### src/rtl/hwag_coil_scheduler.sv
// hwag_coil_scheduler: per-channel coil sequencer, charge->ignition angle window on the HWAG acnt
// clk/rst          clock, asynchronous active-low reset
// ena              global enable, all state holds when low
// hwag_start       angle valid; low forces every channel to IDLE
// acnt_ena/acnt    angle tick strobe and current angle
// wr_*             shadow write port, wr_ack/wr_err registered one cycle later
// err_clr          per-channel clear of the sticky dwell error
// coil_out/pend/dwell_err  coil drive, uncommitted shadow flag, dwell cut-off flag
module hwag_coil_scheduler #(
  parameter int CH = 4,
  parameter int AW = 24,
  parameter int ACNT_TOP = 3839,
  parameter int MAX_DWELL = 1024
)(
  input  logic          clk,
  input  logic          rst,
  input  logic          ena,
  input  logic          hwag_start,
  input  logic          acnt_ena,
  input  logic [AW-1:0] acnt,
  input  logic          wr_req,
  input  logic [2:0]    wr_ch,
  input  logic [AW-1:0] wr_charge,
  input  logic [AW-1:0] wr_ign,
  output logic          wr_ack,
  output logic          wr_err,
  input  logic [CH-1:0] err_clr,
  output logic [CH-1:0] coil_out,
  output logic [CH-1:0] pend,
  output logic [CH-1:0] dwell_err
);
  localparam int DW = MAX_DWELL > 1 ? $clog2(MAX_DWELL) : 1;
  typedef enum logic [1:0] {IDLE, ARMED, CHARGE} st_t;
  logic wr_ok;
  assign wr_ok = wr_req && ({1'b0, wr_ch} < 4'(CH)) && wr_charge <= AW'(ACNT_TOP)
              && wr_ign <= AW'(ACNT_TOP) && wr_charge != wr_ign;
  always_ff @(posedge clk or negedge rst)
    if (!rst) begin
      wr_ack <= 1'b0;
      wr_err <= 1'b0;
    end else begin
      wr_ack <= ena && wr_ok;
      wr_err <= ena && wr_req && !wr_ok;
    end
  genvar i;
  for (i = 0; i < CH; i++) begin : g_ch
    st_t st, st_nx;
    logic [AW-1:0] sh_c, sh_i, ac_c, ac_i;
    logic [DW-1:0] cnt;
    logic p, e, coil, hit, ch_m, ign_m, cut, commit;
    always_ff @(posedge clk or negedge rst)
      if (!rst) begin
        st   <= IDLE;
        sh_c <= '0;
        sh_i <= '0;
        ac_c <= '0;
        ac_i <= '0;
        cnt  <= '0;
        p    <= 1'b0;
        e    <= 1'b0;
      end else if (ena) begin
        st  <= st_nx;
        cnt <= st != CHARGE ? '0 : acnt_ena ? cnt + 1'b1 : cnt;
        // commit reads the old shadow, a same-cycle write lands afterwards and keeps pend set
        ac_c <= commit ? sh_c : ac_c;
        ac_i <= commit ? sh_i : ac_i;
        sh_c <= hit ? wr_charge : sh_c;
        sh_i <= hit ? wr_ign : sh_i;
        p    <= hit || (p && !commit);
        e    <= cut || (e && !err_clr[i]);
      end
    always_comb begin
      hit    = wr_ok && wr_ch == 3'(i);
      ch_m   = acnt_ena && acnt == ac_c;
      ign_m  = acnt_ena && acnt == ac_i;
      // ignition match outranks the dwell cut-off on the same tick
      cut    = hwag_start && st == CHARGE && acnt_ena && !ign_m && cnt == DW'(MAX_DWELL - 1);
      commit = hwag_start && p && (st == IDLE || (st == ARMED && acnt_ena && !ch_m));
      st_nx  = !hwag_start ? IDLE
             : st == IDLE  ? (p ? ARMED : IDLE)
             : st == ARMED ? (ch_m ? CHARGE : ARMED)
             : (ign_m || cut) ? ARMED : CHARGE;
    end
    always_comb coil = st == CHARGE;
    assign coil_out[i]  = coil;
    assign pend[i]      = p;
    assign dwell_err[i] = e;
  end
endmodule

### config.mk
export PLATFORM = sky130hd
export DESIGN_NAME = hwag_coil_scheduler
export DESIGN_NICKNAME = d
export VERILOG_FILES = /design/src/rtl/hwag_coil_scheduler.sv
export SDC_FILE = /design/constraint.sdc
export NUM_CORES = 1
export LEC_CHECK = 0
export ABC_AREA = 1
export CAP_MARGIN = 20
export CORE_MARGIN = 1.5
export CORE_UTILIZATION = 60
export CTS_CLUSTER_DIAMETER = 120
export DETAILED_ROUTE_END_ITERATION = 16
export PLACE_DENSITY = 0.77
export SLEW_MARGIN = 5
export SYNTH_ARGS = -nofsm -noshare
export SYNTH_HDL_FRONTEND = slang
export SYNTH_SLANG_ARGS = --single-unit
export TNS_END_PERCENT = 30
### constraint.sdc
create_clock -name clk -period 5 [get_ports clk]
set_input_delay 0.5 -clock clk [delete_from_list [all_inputs] [get_ports clk]]
set_output_delay 0.5 -clock clk [all_outputs]
set_load 0.02 [all_outputs]
Word level (Yosys, flattened, before mapping)
Index checks and enable logic that the tools add are counted.
{"block": "totals", "ff_bits": 442, "latch_bits": 0, "ram_bits": 0, "mem_bits_ro": 0, "input_bits": 85, "output_inout_bits": 14, "word_cells": 214, "memories": 0}
{"block": "classes", "addsub": 4, "n_mul": 0, "n_div": 0, "n_lt_le_gt_ge": 3, "eq_ne": 28, "shifts": 0, "muxes": 32, "bitwise": 0, "reduce_logical": 113}
{"cell": "24-bit equality test", "n": 8}
{"cell": "10-bit 2-to-1 mux", "n": 8}
{"cell": "1-bit logical AND", "n": 59}
{"cell": "24-bit by 12-bit <= comparator with 1-bit output, second input constant", "n": 2}
{"cell": "10-bit by 1-bit adder with 10-bit output, second input constant", "n": 4}
{"cell": "10-bit equality test, second input constant", "n": 4}
{"cell": "2-bit 2-to-1 mux", "n": 20}
{"cell": "24-bit inequality test", "n": 1}
{"cell": "2-bit AND reduction", "n": 12}
{"cell": "1-bit zero test", "n": 17}
{"cell": "1-bit logical OR", "n": 16}
{"cell": "2-bit by 1-bit equality test with 1-bit output, second input constant", "n": 4}
{"cell": "2-bit equality test, second input constant", "n": 4}
{"cell": "2-bit zero test", "n": 4}
{"cell": "2-bit inequality test, second input constant", "n": 4}
{"cell": "2-bit nonzero test", "n": 4}
{"cell": "3-bit by 2-bit equality test with 1-bit output, second input constant", "n": 2}
{"cell": "1-bit 2-to-1 mux", "n": 4}
{"cell": "3-bit by 1-bit equality test with 1-bit output, second input constant", "n": 1}
{"cell": "3-bit zero test", "n": 1}
{"cell": "3-bit < comparator, second input constant", "n": 1}

Depth between registers and ports, before layout
Gate-level depths: netlist (run 1).
{"block": "logic_depth", "word_depth": 10, "depth_mapped": 15, "ltp_nobuf": 14}

Worst setup path before layout (run 1)
Ideal clock, no wire load.
{"block": "synth_timing", "path_kind": "input port to flip-flop", "from": "in acnt[20]", "to": "reg g_ch[1].ac_i[22]", "setup_time_ns": 0.131, "arrival_time_ns": 1.688, "required_ns": 4.869, "setup_slack_ns": 3.181, "cell_stages": 13, "n_path_buf": 3, "path_cell_list": "buf_4 > inv_2 > or2_2 > nand3_1 > nor2_1 > nand2_1 > nor2_1 > nand2_2 > nand3_4 > buf_6 > buf_6 > nand2_1 > o21ai_0"}
{"block": "synth_between", "elab_chain_cells": 7}
{"item": "from (decl)", "line_no": "20", "text": "input logic [AW-1:0] acnt,"}
{"item": "24-bit equality test", "line_no": "74", "text": "ch_m = acnt_ena && acnt == ac_c;"}
{"item": "1-bit logical AND", "line_no": "74"}
{"item": "1-bit zero test", "line_no": "78", "text": "commit = hwag_start && p && (st == IDLE || (st == ARMED && acnt_ena && !ch_m));"}
{"item": "1-bit logical AND", "line_no": "78"}
{"item": "1-bit logical OR", "line_no": "78"}
{"item": "1-bit logical AND", "line_no": "78"}
{"item": "2-bit AND reduction (no source line)"}
{"item": "to (signal assigned)", "line_no": "66", "text": "ac_i <= commit ? sh_i : ac_i;"}
{"item": "to (decl)", "line_no": "48", "text": "logic [AW-1:0] sh_c, sh_i, ac_c, ac_i;"}
Every way passes these cells.
A chain may end at the register's enable or synchronous reset.

Final worst setup path (run 1)
{"block": "layout_timing", "from": "in ena", "to": "reg g_ch[3].ac_i[8]"}
{"block": "layout_between", "elab_chain_cells": 1}
{"item": "from (decl)", "line_no": "17", "text": "input logic ena,"}
{"item": "2-bit AND reduction (no source line)"}
{"item": "to (signal assigned)", "line_no": "66"}
{"item": "to (decl)", "line_no": "48"}
Every way passes these cells.

==> results.sh, run 1 <==
export IMPL_status="completed"
export IMPL_grt_overflow_total=0
export IMPL_synth_area_sq_um=21300
export IMPL_crit_type="in -> reg"
export IMPL_n_fill_cell=2789
export IMPL_synth_seq_area_share=0.520
export IMPL_dpl_cell_count=3201
export IMPL_antenna_found_initial=0
export IMPL_synthTopCellsByArea="dfrtp_1, nand2_1, inv_1, o21ai_0, nor2_1"
export IMPL_num_io_pins=99
export IMPL_ant_nets=0
export IMPL_r2r_cells=5
export IMPL_rsz0062_at_grt="false"
export IMPL_powerDensity_nw_per_um2=314
export IMPL_drv_slew=0
export IMPL_hold_class="in -> async"
export IMPL_synth_seq_cells=442
export IMPL_avgSynthCellArea_sq_um=7.76
export IMPL_synth_top_area_cell="dfrtp_1"
export IMPL_fin_cells=3281
export IMPL_synthFlopType="dfrtp_1"
export IMPL_via_per_inst=5.42
export IMPL_htreeDepth=2
export IMPL_async_reset_ff_frac=1.00
export IMPL_fin_crit_ns=3.45
export IMPL_grt_usage=0.334
export IMPL_grt_pass1_wl_mm=93.7
export IMPL_r2r_end="g_ch[2].ac_c[2]"
export IMPL_maxCapViolCount=0
export IMPL_die_area_sq_um=36600
export IMPL_design_area_sq_um=23800
export IMPL_start_kind="input pin"
export IMPL_yosysUniqueCellTypes=40
export IMPL_dp_hpwl_mm=40.7
export IMPL_drtIter0Drc=1627
export IMPL_totalWireLength_mm=58.3
export IMPL_r2r_setup_slack_ns=2.32
export IMPL_worstPathArrival_ns=3.89
export IMPL_slew_headroom=0.281
export IMPL_cts_root_buf="clkbuf_16"
export IMPL_r2r_start="g_ch[2].st[1]"
export IMPL_tns_ns=0
export IMPL_period_share=0.689
export IMPL_clock_path_buffers=3
export IMPL_gp_congestion=0.934
export IMPL_synth_edf_count=0
export IMPL_num_antenna_cells=0
export IMPL_syn_nets=2830
export IMPL_cts_tree="yes"
export IMPL_worstMarginPinSlew_ns=1.08
export IMPL_peakVddDrop_uv=306
export IMPL_setup_viol_count_final=0
export IMPL_core_area_sq_um=34700
export IMPL_netlist_area_leader_share=0.520
export IMPL_yosys_warnings=0
export IMPL_grt_max_degree=143
export IMPL_area_delta_synth_final_pct=12.1
export IMPL_finalPower_uw=7470
export IMPL_leakagePower_uw=0.0122
export IMPL_drc=0
export IMPL_yosys_cell_count_top_type="nand2_1"
export IMPL_layout_nets=2885
export IMPL_crit_required_ns=5.44
export IMPL_final_util=0.686
export IMPL_place_area_sq_um=22300
export IMPL_die_w_um=191
export IMPL_cts_sinks=442
export IMPL_die_h_um=191
export IMPL_cts_clk_slew_worst_paths_ns=0.06
export IMPL_route_vias_total=17793
export IMPL_cts_buffers=46
export IMPL_critPathCaptureType="register"
export IMPL_port_buffer_count=98
export IMPL_cts_setup_buffers=0
export IMPL_wl_per_cell_um=17.8
export IMPL_fmaxAchievable_mhz=290
export IMPL_dr_pass1_iters=7
export IMPL_finalHoldViolations=0
export IMPL_placementRows=68
export IMPL_synth_common_cells="nand2_1, dfrtp_1, inv_1"
export IMPL_worstPathMaxFanout=97
export IMPL_syn_inst=2741
export IMPL_clock_latency_ns=0.57
export IMPL_drive_gt1_frac=0.0488
export IMPL_initial_core_util=0.613
export IMPL_grt_pass1_vias=17350
export IMPL_skew_ns=0.0171
## logic make-up (layout without fill, tap and decap cells)
group / after synthesis / after routing / share of synthesized area
adders and majority gates: 4 / 4 / 0.00235
xor gates and xnor gates: 74 / 74 / 0.0305
DFF: 442 / 442 / 0.520
and+or+nand+nor: 1429 / 1429 / 0.275
AOI/OAI and AO/OA: 241 / 241 / 0.0587
buffers and inverters: 551 / 636 / 0.113
## worst max path at each step
stage / start / end / slack (ns) / depth (start not counted)
CTS: ena / g_ch[3].ac_i[9] / 1.64 / 5
detailed placement: ena / g_ch[3].ac_i[9] / 1.10 / 5
finish: ena / g_ch[3].ac_i[8] / 1.55 / 5
global route: ena / g_ch[3].ac_c[2] / 1.45 / 5
global placement: ena / g_ch[3].ac_i[9] / 1.22 / 5
floorplan: acnt[20] / g_ch[1].ac_i[22] / 3.18 / 13
## per-stage QoR
stage	setup WS, ns	hold WS (ns)
global placement	1.22	0.445
global route	1.45	0.463
finish	1.55	0.430
floorplan	3.18	0.204
detailed placement	1.10	0.443
CTS	1.64	0.445
## report_power, final
group	internal, uW	switching [uW]	total [uW]	leakage [uW]
combinational	131	288	420	0.00531
clock	2080	1400	3470	0.000744
sequential	3580	2.29	3580	0.00617
## repair_timing
| action | in CTS | in global routing |
|---|---|---|
| hold buffers | 1 | 0 |
| resized for setup | 0 | 0 |
| hold endpoints to repair | 45 | 0 |
## cell type report
class,count,area [sq um],area share
clock buffers,64,1310,0.0550
clock inverters,14,201,0.00845
inverters,435,1630,0.0685
multi-input cells,1748,7820,0.328
flip-flops and latches,442,11100,0.464
well taps,455,569,0.0239
repair buffers,123,1240,0.0519
## layer usage
metal | routed length, um | share of wire | track usage
met1 | 24200 | 0.42 | 0.456
met2 | 26400 | 0.45 | 0.527
met3 | 4840 | 0.083 | 0.0525
met4 | 2870 | 0.049 | 0.154
met5 | 0 | 0 | 0
## flip-flops by register name (all words and copies together), names as in the netlist
name       flops
wr_err         1
g_ch.st        8
g_ch.ac_i     96
wr_ack         1
g_ch.ac_c     96
g_ch.sh_i     96
g_ch.cnt      40
g_ch.sh_c     96
g_ch.p         4
g_ch.e         4
## worst max-delay path, stage by stage
cell	delay [ns]
clkdlybuf4s50_1	1.01
nand2_1	0.47
nor3_1	0.55
nand3_4	0.75
o21ai_0	0.51
## layout by cell type, fill, tap and decap left out, types with 2 or more instances in the layout
| cell type | n |
|---|---|
| nand3_1 | 53 |
| nand2_1 | 1046 |
| or2_2 | 4 |
| nor3_2 | 4 |
| nand2_2 | 3 |
| nand3_2 | 4 |
| o21ai_1 | 28 |
| clkbuf_1 | 10 |
| bufinv_16 | 5 |
| inv_2 | 11 |
| a31oi_1 | 3 |
| nand3_4 | 3 |
| buf_8 | 2 |
| a22o_1 | 2 |
| clkbuf_8 | 7 |
| buf_12 | 4 |
| nor2_1 | 173 |
| or2_0 | 4 |
| ha_1 | 4 |
| dfrtp_1 | 442 |
| nand4_1 | 80 |
| a21oi_1 | 28 |
| xnor2_1 | 38 |
| o21ai_0 | 164 |
| buf_4 | 18 |
| xor2_1 | 36 |
| nor4_1 | 6 |
| o22ai_1 | 9 |
| clkbuf_16 | 47 |
| nor2_4 | 2 |
| o21bai_1 | 3 |
| clkdlybuf4s50_1 | 97 |
| nor2_2 | 12 |
| nor3_1 | 31 |
| clkinv_2 | 7 |
| inv_1 | 424 |
Power figures use the tool's default switching activity.
==> inputs of run 2 (changes only) <==
--- a/config.mk
+++ b/config.mk
@@ -8,10 +8,10 @@
 export ABC_AREA = 1
 export CAP_MARGIN = 20
 export CORE_MARGIN = 1.5
-export CORE_UTILIZATION = 60
+export CORE_UTILIZATION = 55
 export CTS_CLUSTER_DIAMETER = 120
 export DETAILED_ROUTE_END_ITERATION = 16
-export PLACE_DENSITY = 0.77
+export PLACE_DENSITY = 0.75
 export SLEW_MARGIN = 5
 export SYNTH_ARGS = -nofsm -noshare
 export SYNTH_HDL_FRONTEND = slang
==> constraint.sdc (replaced) <==
create_clock -name clk -period 3.17 [get_ports clk]
set_input_delay 0.317 -clock clk [delete_from_list [all_inputs] [get_ports clk]]
set_output_delay 0.317 -clock clk [all_outputs]
set_load 0.02 [all_outputs]
==> run 2 against run 1 <==
Effect of this change: setup slack got worse by 0.90 ns; first-iteration DRC count rose by 0.37%; non-clock buffer count rose by 52; highest routed layer unchanged; core utilization fell by 4.1 points; clock power rose by 56%; die area rose by 8.9%; critical endpoint is now g_ch[2].sh_c[8]; worst hold slack got worse by 0.11 ns; sequential power rose by 58%; register-to-register slack got worse by 1.2 ns; critical path depth rose by 3.
==> results.sh, run 2 (synthesis gave the netlist of run 1 again) <==
export IMPL_status="completed"
export IMPL_start_kind="input pin"
export IMPL_multi_input_area_sq_um=7820
export IMPL_area_delta_synth_final_pct=14.8
export IMPL_final_cell_mix="nand2_1, dfrtp_1, inv_1, nor2_1, o21ai_0"
export IMPL_cts_tree="yes"
export IMPL_dp_hpwl_mm=42.2
export IMPL_route_vias_total=17960
export IMPL_tns_ns=0
export IMPL_crit_path_max_incr_delay_ns=0.83
export IMPL_top_layer="met4"
export IMPL_cts_clk_slew_worst_paths_ns=0.06
export IMPL_cts_resized_gates=0
export IMPL_fmaxAchievable_mhz=398
export IMPL_design_area_sq_um=24400
export IMPL_grt_pass1_vias=17193
export IMPL_layout_nets=2937
export IMPL_initial_core_util=0.562
export IMPL_clock_path_buffers=3
export IMPL_slew_headroom=0.272
export IMPL_critPathTopFamily="simple AND/OR/NAND/NOR gates"
export IMPL_finalPower_uw=11800
export IMPL_ant_nets=0
export IMPL_dr_pass1_iters=5
export IMPL_totalWireLength_mm=59.3
export IMPL_num_antenna_cells=0
export IMPL_fin_crit_ns=2.51
export IMPL_grt_max_degree=103
export IMPL_slowest_stage="nor2_2"
export IMPL_gp_congestion=0.967
export IMPL_num_io_pins=99
export IMPL_worstPathMaxFanout=24
export IMPL_antenna_found_initial=0
export IMPL_maxCapViolCount=0
export IMPL_drive_gt1_frac=0.0652
export IMPL_drv_slew=0
export IMPL_drc=0
export IMPL_core_area_sq_um=37800
export IMPL_crit_type="in -> reg"
export IMPL_met1_length_mm=24.4
export IMPL_n_fill_cell=3233
export IMPL_drtIter0Drc=1633
export IMPL_placementRows=71
export IMPL_clock_latency_ns=0.58
export IMPL_worstPathArrival_ns=3.02
export IMPL_grt_usage=0.308
export IMPL_die_w_um=200
export IMPL_worstMarginPinSlew_ns=1.09
export IMPL_port_buffer_count=98
export IMPL_place_area_sq_um=22900
export IMPL_cts_sinks=442
export IMPL_die_h_um=200
export IMPL_skew_ns=0.0179
export IMPL_wl_per_cell_um=17.5
export IMPL_crit_buf_inv=1
export IMPL_rsz0062_at_grt="false"
export IMPL_grt_overflow_total=0
export IMPL_mostFrequentLayoutCell="nand2_1"
export IMPL_period_share=0.793
export IMPL_wl_met2_mm=27.0
export IMPL_setup_viol_count_final=0
export IMPL_peakVddDrop_uv=372
export IMPL_critPathCaptureType="register"
export IMPL_cts_buffers=46
export IMPL_crit_chain="clkdlybuf4s50_1, nor4_1, nand3_1, nor2_4, nand3_1, nor2_2, nand2_1, nand2_1"
export IMPL_dr_wl_met3_mm=4.55
export IMPL_die_area_sq_um=39800
export IMPL_crit_required_ns=3.67
export IMPL_htreeDepth=2
export IMPL_holdWs_ns=0.325
export IMPL_seqCellArea_sq_um=11100
export IMPL_leakagePower_uw=0.0125
export IMPL_hold_class="in -> reg"
export IMPL_grt_pass1_wl_mm=93.6
export IMPL_finalHoldViolations=0
export IMPL_powerDensity_nw_per_um2=483
export IMPL_cts_root_buf="clkbuf_16"
export IMPL_via_per_inst=5.29
run 2: report_power, final:
part	internal (uW)	switching, uW
Sequential	5650	3.15
Clock	3180	2230
Combinational	251	480
run 2: timing repair:
action	in CTS	in global routing
endpoints found under the hold margin	89	0
setup buffers	0	0
hold buffers	1	0
run 2: worst reg2reg max path, stage by stage (launching register included):
cell and delay [ns]:
dfrtp_1 0.40, inv_2 0.29, nor2_1 0.17, nor2_1 0.31, nor2_1 0.14, nor3_2 0.20
nand2_1 0.14, nor2_2 0.14, nand3_1 0.08, nand2_1 0.07, nor2_1 0.03
run 2: metal layers:
layer / vias to the layer above / track usage
met2: 814 / 0.486
met1: 8420 / 0.411
met5: - / 0
met4: 0 / 0.169
li1: 8546 / -
met3: 180 / 0.0461
run 2: cell type report:
class                      instances  area share
sequential                       442       0.453
multi-input combinational       1748       0.320
inverter                         435      0.0669
clock buffer                      72      0.0557
clock inverter                    10     0.00543
timing repair buffer             175      0.0724
tap                              511      0.0262
run 2: worst paths after layout:
path                             startpoint               end  slack [ns]  depth (start not counted)
max                              wr_ign[12]   g_ch[2].sh_c[8]        0.66                          8
min                              err_clr[2]         g_ch[2].e        0.33                          4
max reg2reg                   g_ch[2].st[1]    g_ch[2].cnt[9]        1.08                         10
min reg2reg                g_ch[3].sh_c[15]  g_ch[3].sh_c[15]        0.46                          2
max in group asynchronous               rst  g_ch[1].ac_c[11]        1.87                          3
min in group asynchronous               rst    g_ch[0].cnt[4]        0.41                          2
run 2: stage by stage:
stage	worst slack (ns)	utilization	cells
after floorplan	1.53	-	2741
after global placement	0.168	0.605	3310
after detailed placement	0.0695	0.605	3310
after CTS	0.661	0.645	3393
after global routing	0.541	0.645	3393
final	0.655	0.645	3393
==> inputs of run 3 (changes only) <==
==> constraint.sdc (replaced) <==
create_clock -name clk -period 2.2 [get_ports clk]
set_input_delay 0.22 -clock clk [delete_from_list [all_inputs] [get_ports clk]]
set_output_delay 0.22 -clock clk [all_outputs]
set_load 0.02 [all_outputs]
==> run 3 against run 2 <==
Effect of this change: clock power rose by 59%; non-clock buffer count rose by 108; via count rose by 4.1%; critical path depth rose by 5; sequential power rose by 44%; core utilization rose by 3.2 points; cell area rose by 4.9%; worst hold slack got worse by 0.27 ns; sequential share of layout area fell by 2.1 points; first-iteration DRC count rose by 3.0%.
==> results.sh, run 3 (synthesis gave the netlist of run 1 again) <==
export IMPL_status="completed"
export IMPL_crit_required_ns=2.69
export IMPL_drv_slew=0
export IMPL_cts_root_buf="clkbuf_16"
export IMPL_crit_buf_inv=4
export IMPL_worstPathMaxFanout=38
export IMPL_area_delta_synth_final_pct=20.4
export IMPL_grt_max_degree=119
export IMPL_antenna_found_initial=1
export IMPL_cts_tree="yes"
export IMPL_fin_crit_ns=2.11
export IMPL_worstPathArrival_ns=2.59
export IMPL_num_antenna_cells=0
export IMPL_cts_buffers=48
export IMPL_wl_per_cell_um=18.3
export IMPL_skew_ns=0.0141
export IMPL_mostFrequentLayoutCell="nand2_1"
export IMPL_rsz0062_at_grt="false"
export IMPL_via_per_inst=5.33
export IMPL_fmaxAchievable_mhz=475
export IMPL_num_io_pins=99
export IMPL_grt_pass1_wl_mm=101
export IMPL_htreeDepth=2
export IMPL_drive_gt1_frac=0.104
export IMPL_powerDensity_nw_per_um2=701
export IMPL_grt_usage=0.336
export IMPL_hold_class="in -> async"
export IMPL_setup_viol_count_final=0
export IMPL_initial_core_util=0.562
export IMPL_placementRows=71
export IMPL_cts_clk_slew_worst_paths_ns=0.06
export IMPL_path_common_cell="nand2_1"
export IMPL_clock_latency_ns=0.58
export IMPL_drc=0
export IMPL_drtIter0Drc=1682
export IMPL_grt_pass1_vias=18431
export IMPL_start_kind="input pin"
export IMPL_grt_overflow_total=0
export IMPL_peakVddDrop_uv=483
export IMPL_holdWs_ns=0.0555
export IMPL_die_w_um=200
export IMPL_maxCapViolCount=0
export IMPL_period_share=0.957
export IMPL_finalPower_uw=18000
export IMPL_die_h_um=200
export IMPL_crit_path_max_incr_delay_ns=0.60
export IMPL_clock_path_buffers=3
export IMPL_dp_hpwl_mm=46.8
export IMPL_worstMarginPinSlew_ns=0.669
export IMPL_leakagePower_uw=0.0133
export IMPL_critPathCaptureType="register"
export IMPL_die_area_sq_um=39800
export IMPL_crit_chain="clkdlybuf4s50_1, inv_1, buf_4, nand2_1, nand4_1, nor2_1, nand2_1, nor2_1, nand2_2, nand3_4, buf_12, nand2_1, o21ai_0"
export IMPL_core_area_sq_um=37800
export IMPL_crit_type="in -> reg"
export IMPL_final_util=0.677
export IMPL_route_vias_total=18688
export IMPL_critPathTopFamily="simple AND/OR/NAND/NOR gates"
export IMPL_dr_pass1_iters=5
export IMPL_cts_setup_buffers=0
export IMPL_totalWireLength_mm=64.1
export IMPL_ant_nets=0
export IMPL_gp_congestion=0.961
export IMPL_finalHoldViolations=0
export IMPL_cts_sinks=442
export IMPL_slew_headroom=0.554
export IMPL_port_buffer_count=98
export IMPL_slowest_stage="clkdlybuf4s50_1"
export IMPL_layout_nets=3047
export IMPL_final_cell_mix="nand2_1, dfrtp_1, inv_1, nor2_1, o21ai_0"
==> run 3: changes by cell type in the layout (fill, tap and decap cells not counted), moves of 3 or more <==
cell and change:
buf_12 +12, bufinv_16 +4, dlymetal6s2s_1 +3, clkbuf_1 -8, buf_4 +95, clkdlybuf4s50_1 -4, clkinvlp_4 +5
==> run 3: worst reg2reg max path, delay by kind of cell (launching register included) <==
| family | cells | cell delay, ns |
|---|---|---|
| and+or+nand+nor | 7 | 0.86 |
| xor gates and xnor gates | 1 | 0.22 |
| DFF | 1 | 0.42 |
| buffers and inverters | 2 | 0.35 |
| AOI/OAI and AO/OA | 1 | 0.09 |
==> run 3: stage by stage <==
| step | instances | TNS [ns] | cell area (sq um) | setup WS [ns] |
|---|---|---|---|---|
| 5_1_grt | 3507 | 0 | 25600 | 0.0111 |
| 2_1_floorplan | 2741 | 0 | 21300 | 0.630 |
| 3_5_place_dp | 3417 | -84.43 | 23900 | -0.471 |
| 4_1_cts | 3506 | 0 | 25600 | 0.00249 |
| 6_report | 3507 | 0 | 25600 | 0.0949 |
| 3_3_place_gp | 3417 | -72.58 | 23900 | -0.370 |
==> run 3: cell type report <==
cell class	instances	area, sq um
Fill cell	3097	12200
Sequential cell	442	11100
Multi-Input combinational cell	1748	7840
Timing Repair Buffer	283	2740
Inverter	435	1630
Clock buffer	67	1390
Tap cell	511	639
Clock inverter	21	304
==> run 3: metal layers <==
layer	wire length (um)	vias up	GRT usage
met5	13	-	0
met4	3880	2	0.179
met3	4750	197	0.0511
met2	29600	781	0.543
met1	25900	8950	0.438
li1	-	8758	-
==> run 3: final timing paths <==
path	startpoint	end	slack, ns	cells past startpoint
min reg2reg	g_ch[0].sh_c[21]	g_ch[0].sh_c[21]	0.47	2
max in group asynchronous	rst	g_ch[1].ac_i[18]	1.28	3
min	rst	g_ch[3].cnt[2]	0.06	2
max	acnt[15]	g_ch[0].ac_c[11]	0.09	13
max reg2reg	g_ch[1].ac_c[4]	g_ch[1].ac_i[13]	0.16	11
min in group clk	err_clr[2]	g_ch[2].e	0.25	4
==> run 3: report_power, final <==
part	internal, uW	switching, uW	total (uW)
sequential	8140	4.89	8140
combinational	463	716	1180
clock	5250	3390	8640
total	13800	4110	18000
==> run 3: timing repair <==
| item | 4_1_cts | 5_1_grt |
|---|---|---|
| hold endpoints to repair | 354 | 0 |
| hold buffers | 1 | 0 |
| endpoints found under the setup margin | 2 | 36 |
| gates resized for setup | 2 | 7 |
==> edit (settings of run 3) <==
Make the reset (`rst`) synchronous in 2 clocked blocks. Comments in the files are not updated.
--- a/src/rtl/hwag_coil_scheduler.sv
+++ b/src/rtl/hwag_coil_scheduler.sv
@@ -34,7 +34,7 @@
   logic wr_ok;
   assign wr_ok = wr_req && ({1'b0, wr_ch} < 4'(CH)) && wr_charge <= AW'(ACNT_TOP)
               && wr_ign <= AW'(ACNT_TOP) && wr_charge != wr_ign;
-  always_ff @(posedge clk or negedge rst)
+  always_ff @(posedge clk)
     if (!rst) begin
       wr_ack <= 1'b0;
       wr_err <= 1'b0;
@@ -48,7 +48,7 @@
     logic [AW-1:0] sh_c, sh_i, ac_c, ac_i;
     logic [DW-1:0] cnt;
     logic p, e, coil, hit, ch_m, ign_m, cut, commit;
-    always_ff @(posedge clk or negedge rst)
+    always_ff @(posedge clk)
       if (!rst) begin
         st   <= IDLE;
         sh_c <= '0;
Function: differs if rst is asserted again (counterexample within 4 cycles, from zero or initial values and one cycle with rst low); with rst held inactive, the same outputs for 4 cycles.
==> edit against run 3 <==
- power down 3.0%
- routed wire length up 4.4%
- final area down 4.6%
- register-to-register slack better by 50 ps
- highest routed layer unchanged
- worst setup slack worse by 39 ps
- synthesized area down 4.2%
- sequential power down 2%
- sequential cell count unchanged
- via count up 6.6%
==> edit: results (changes against run 3) <==
[synth]
synth-compound-area-share = 0.0546  ; -0.00414
synth_cell_types = 41  ; +2.5%
syn_inst = 3097  ; +13%
async_reset_ff_frac = 0  ; -1.00
netlist_top_cells_area = dfxtp_1 (43%), nand2_1 (19%), nor2_1 (12%), inv_1 (5.5%), a21oi_1 (3.0%)
ys.flop_type = dfxtp_1
synth_fp_nets = 3186  ; +13%
synth_xor_area_frac = 0.0279  ; -0.00254
synth_common_cells = nand2_1 (1,011), nor2_1 (653), dfxtp_1 (442), inv_1 (297), a21oi_1 (121)
synth_seq_area_share = 0.434  ; -0.0860

[cells_and_area]
fillers = 3210  ; +3.6%
nets = 3365  ; +10%
drive_gt1_frac = 0.104  ; -0.000180

[global_routing]
antenna_found_initial = 4  ; +3
grt_use_total = 0.350  ; +0.0134
grt_pass1_vias = 18500  ; +0.39%
grt_max_degree = 116  ; -2.5%
grt_first_pass_wirelength_um = 103000  ; +1.9%

[placed_design]
place_area_sq_um = 22800  ; -4.3%
dpl.hpwl_um = 47800  ; +2.3%
dpl.cell_count = 3695  ; +8.1%
pre_cts_slack_ps = -239  ; +233 ps

[pwr]
leakagePower_nw = 11.4  ; -14%

[detailed_routing]
routed_via_density = 5.28  ; -0.98%
routedWlPerCell_um = 17.7  ; -3.0%
drtIter0Drc = 1838  ; +9.3%
dr_wl_met2_um = 29400  ; -0.91%
vias = 19900  ; +6.6%
wl_met3_um = 5510  ; +16%
drt-pass1-iter-count = 6  ; +1

[timing]
finClkSkew_ps = 19.4  ; +5.39 ps
maxSlewHeadroom = 0.610  ; +0.0559

[min_path]
hp-class = primary input to register
min_to = g_ch[0].e

[critical_path]
cp_data_arrival_time_ps = 1920  ; -670 ps
r2r_slack_ps = 210  ; +50 ps
startpoint = g_ch[2].st[1]
reg2reg_from = g_ch[1].st[0]

[clocking]
clkLatencyLatePin_ps = 600  ; +20 ps
cts-buffers-inserted = 46  ; -4.2%

[outcome]
outcome = complete, no violations

[die]
rows = 70  ; -1.4%

-- edit: logic make-up (layout without fill, tap and decap cells) --
| family | after synthesis | after routing |
|---|---|---|
| buf+inv | 480 | 691 |
| simple gates | 1905 | 1905 |
| flops | 442 | 442 |
| compound gates | 201 | 201 |
| fa+ha+maj | 4 | 4 |
| xor+xnor | 65 | 65 |
-- edit: power breakdown --
part,switching (mW),internal [mW]
clock,3.35,4.92
combinational,0.697,0.453
sequential,0.00478,8.01
total,4.05,13.4
-- edit: layout make-up --
type / instances / area (sq um) / share of cell area
inverter: 319 / 1200 / 0.0492
tap: 468 / 586 / 0.0240
timing repair buffer: 292 / 2760 / 0.113
clock buffer: 56 / 1270 / 0.0520
clock inverter: 24 / 313 / 0.0128
sequential: 442 / 8850 / 0.362
multi-input combinational: 2175 / 9450 / 0.387
-- edit: what timing repair did --
| action | 4_1_cts | 5_1_grt |
|---|---|---|
| buffers inserted | 0 | 0 |
| cloned | 0 | 0 |
| gates resized for setup | 1 | 2 |
| hold endpoints to repair | 11 | 0 |
| setup endpoints to repair | 1 | 2 |
| hold buffers | 1 | 0 |
-- edit: worst max-delay path by stage --
stage | to | slack, ps
6_report | coil_out[2] | 60
3_5_place_dp | g_ch[3].ac_i[15] | -240
5_1_grt | coil_out[2] | 20
2_1_floorplan | g_ch[1].ac_c[13] | 620
3_3_place_gp | g_ch[0].st[0] | -210
4_1_cts | coil_out[1] | 4
-- edit: metal layers --
layer	vias up	GRT usage
li1	9797	-
met1	9121	0.481
met2	857	0.553
met3	145	0.0463
met4	4	0.146
met5	-	0
-- edit: critical path, stage by stage, from the launching register on --
cell and delay, ps:
dfxtp_1 360, inv_2 50, nor2_1 260, clkdlybuf4s50_1 670
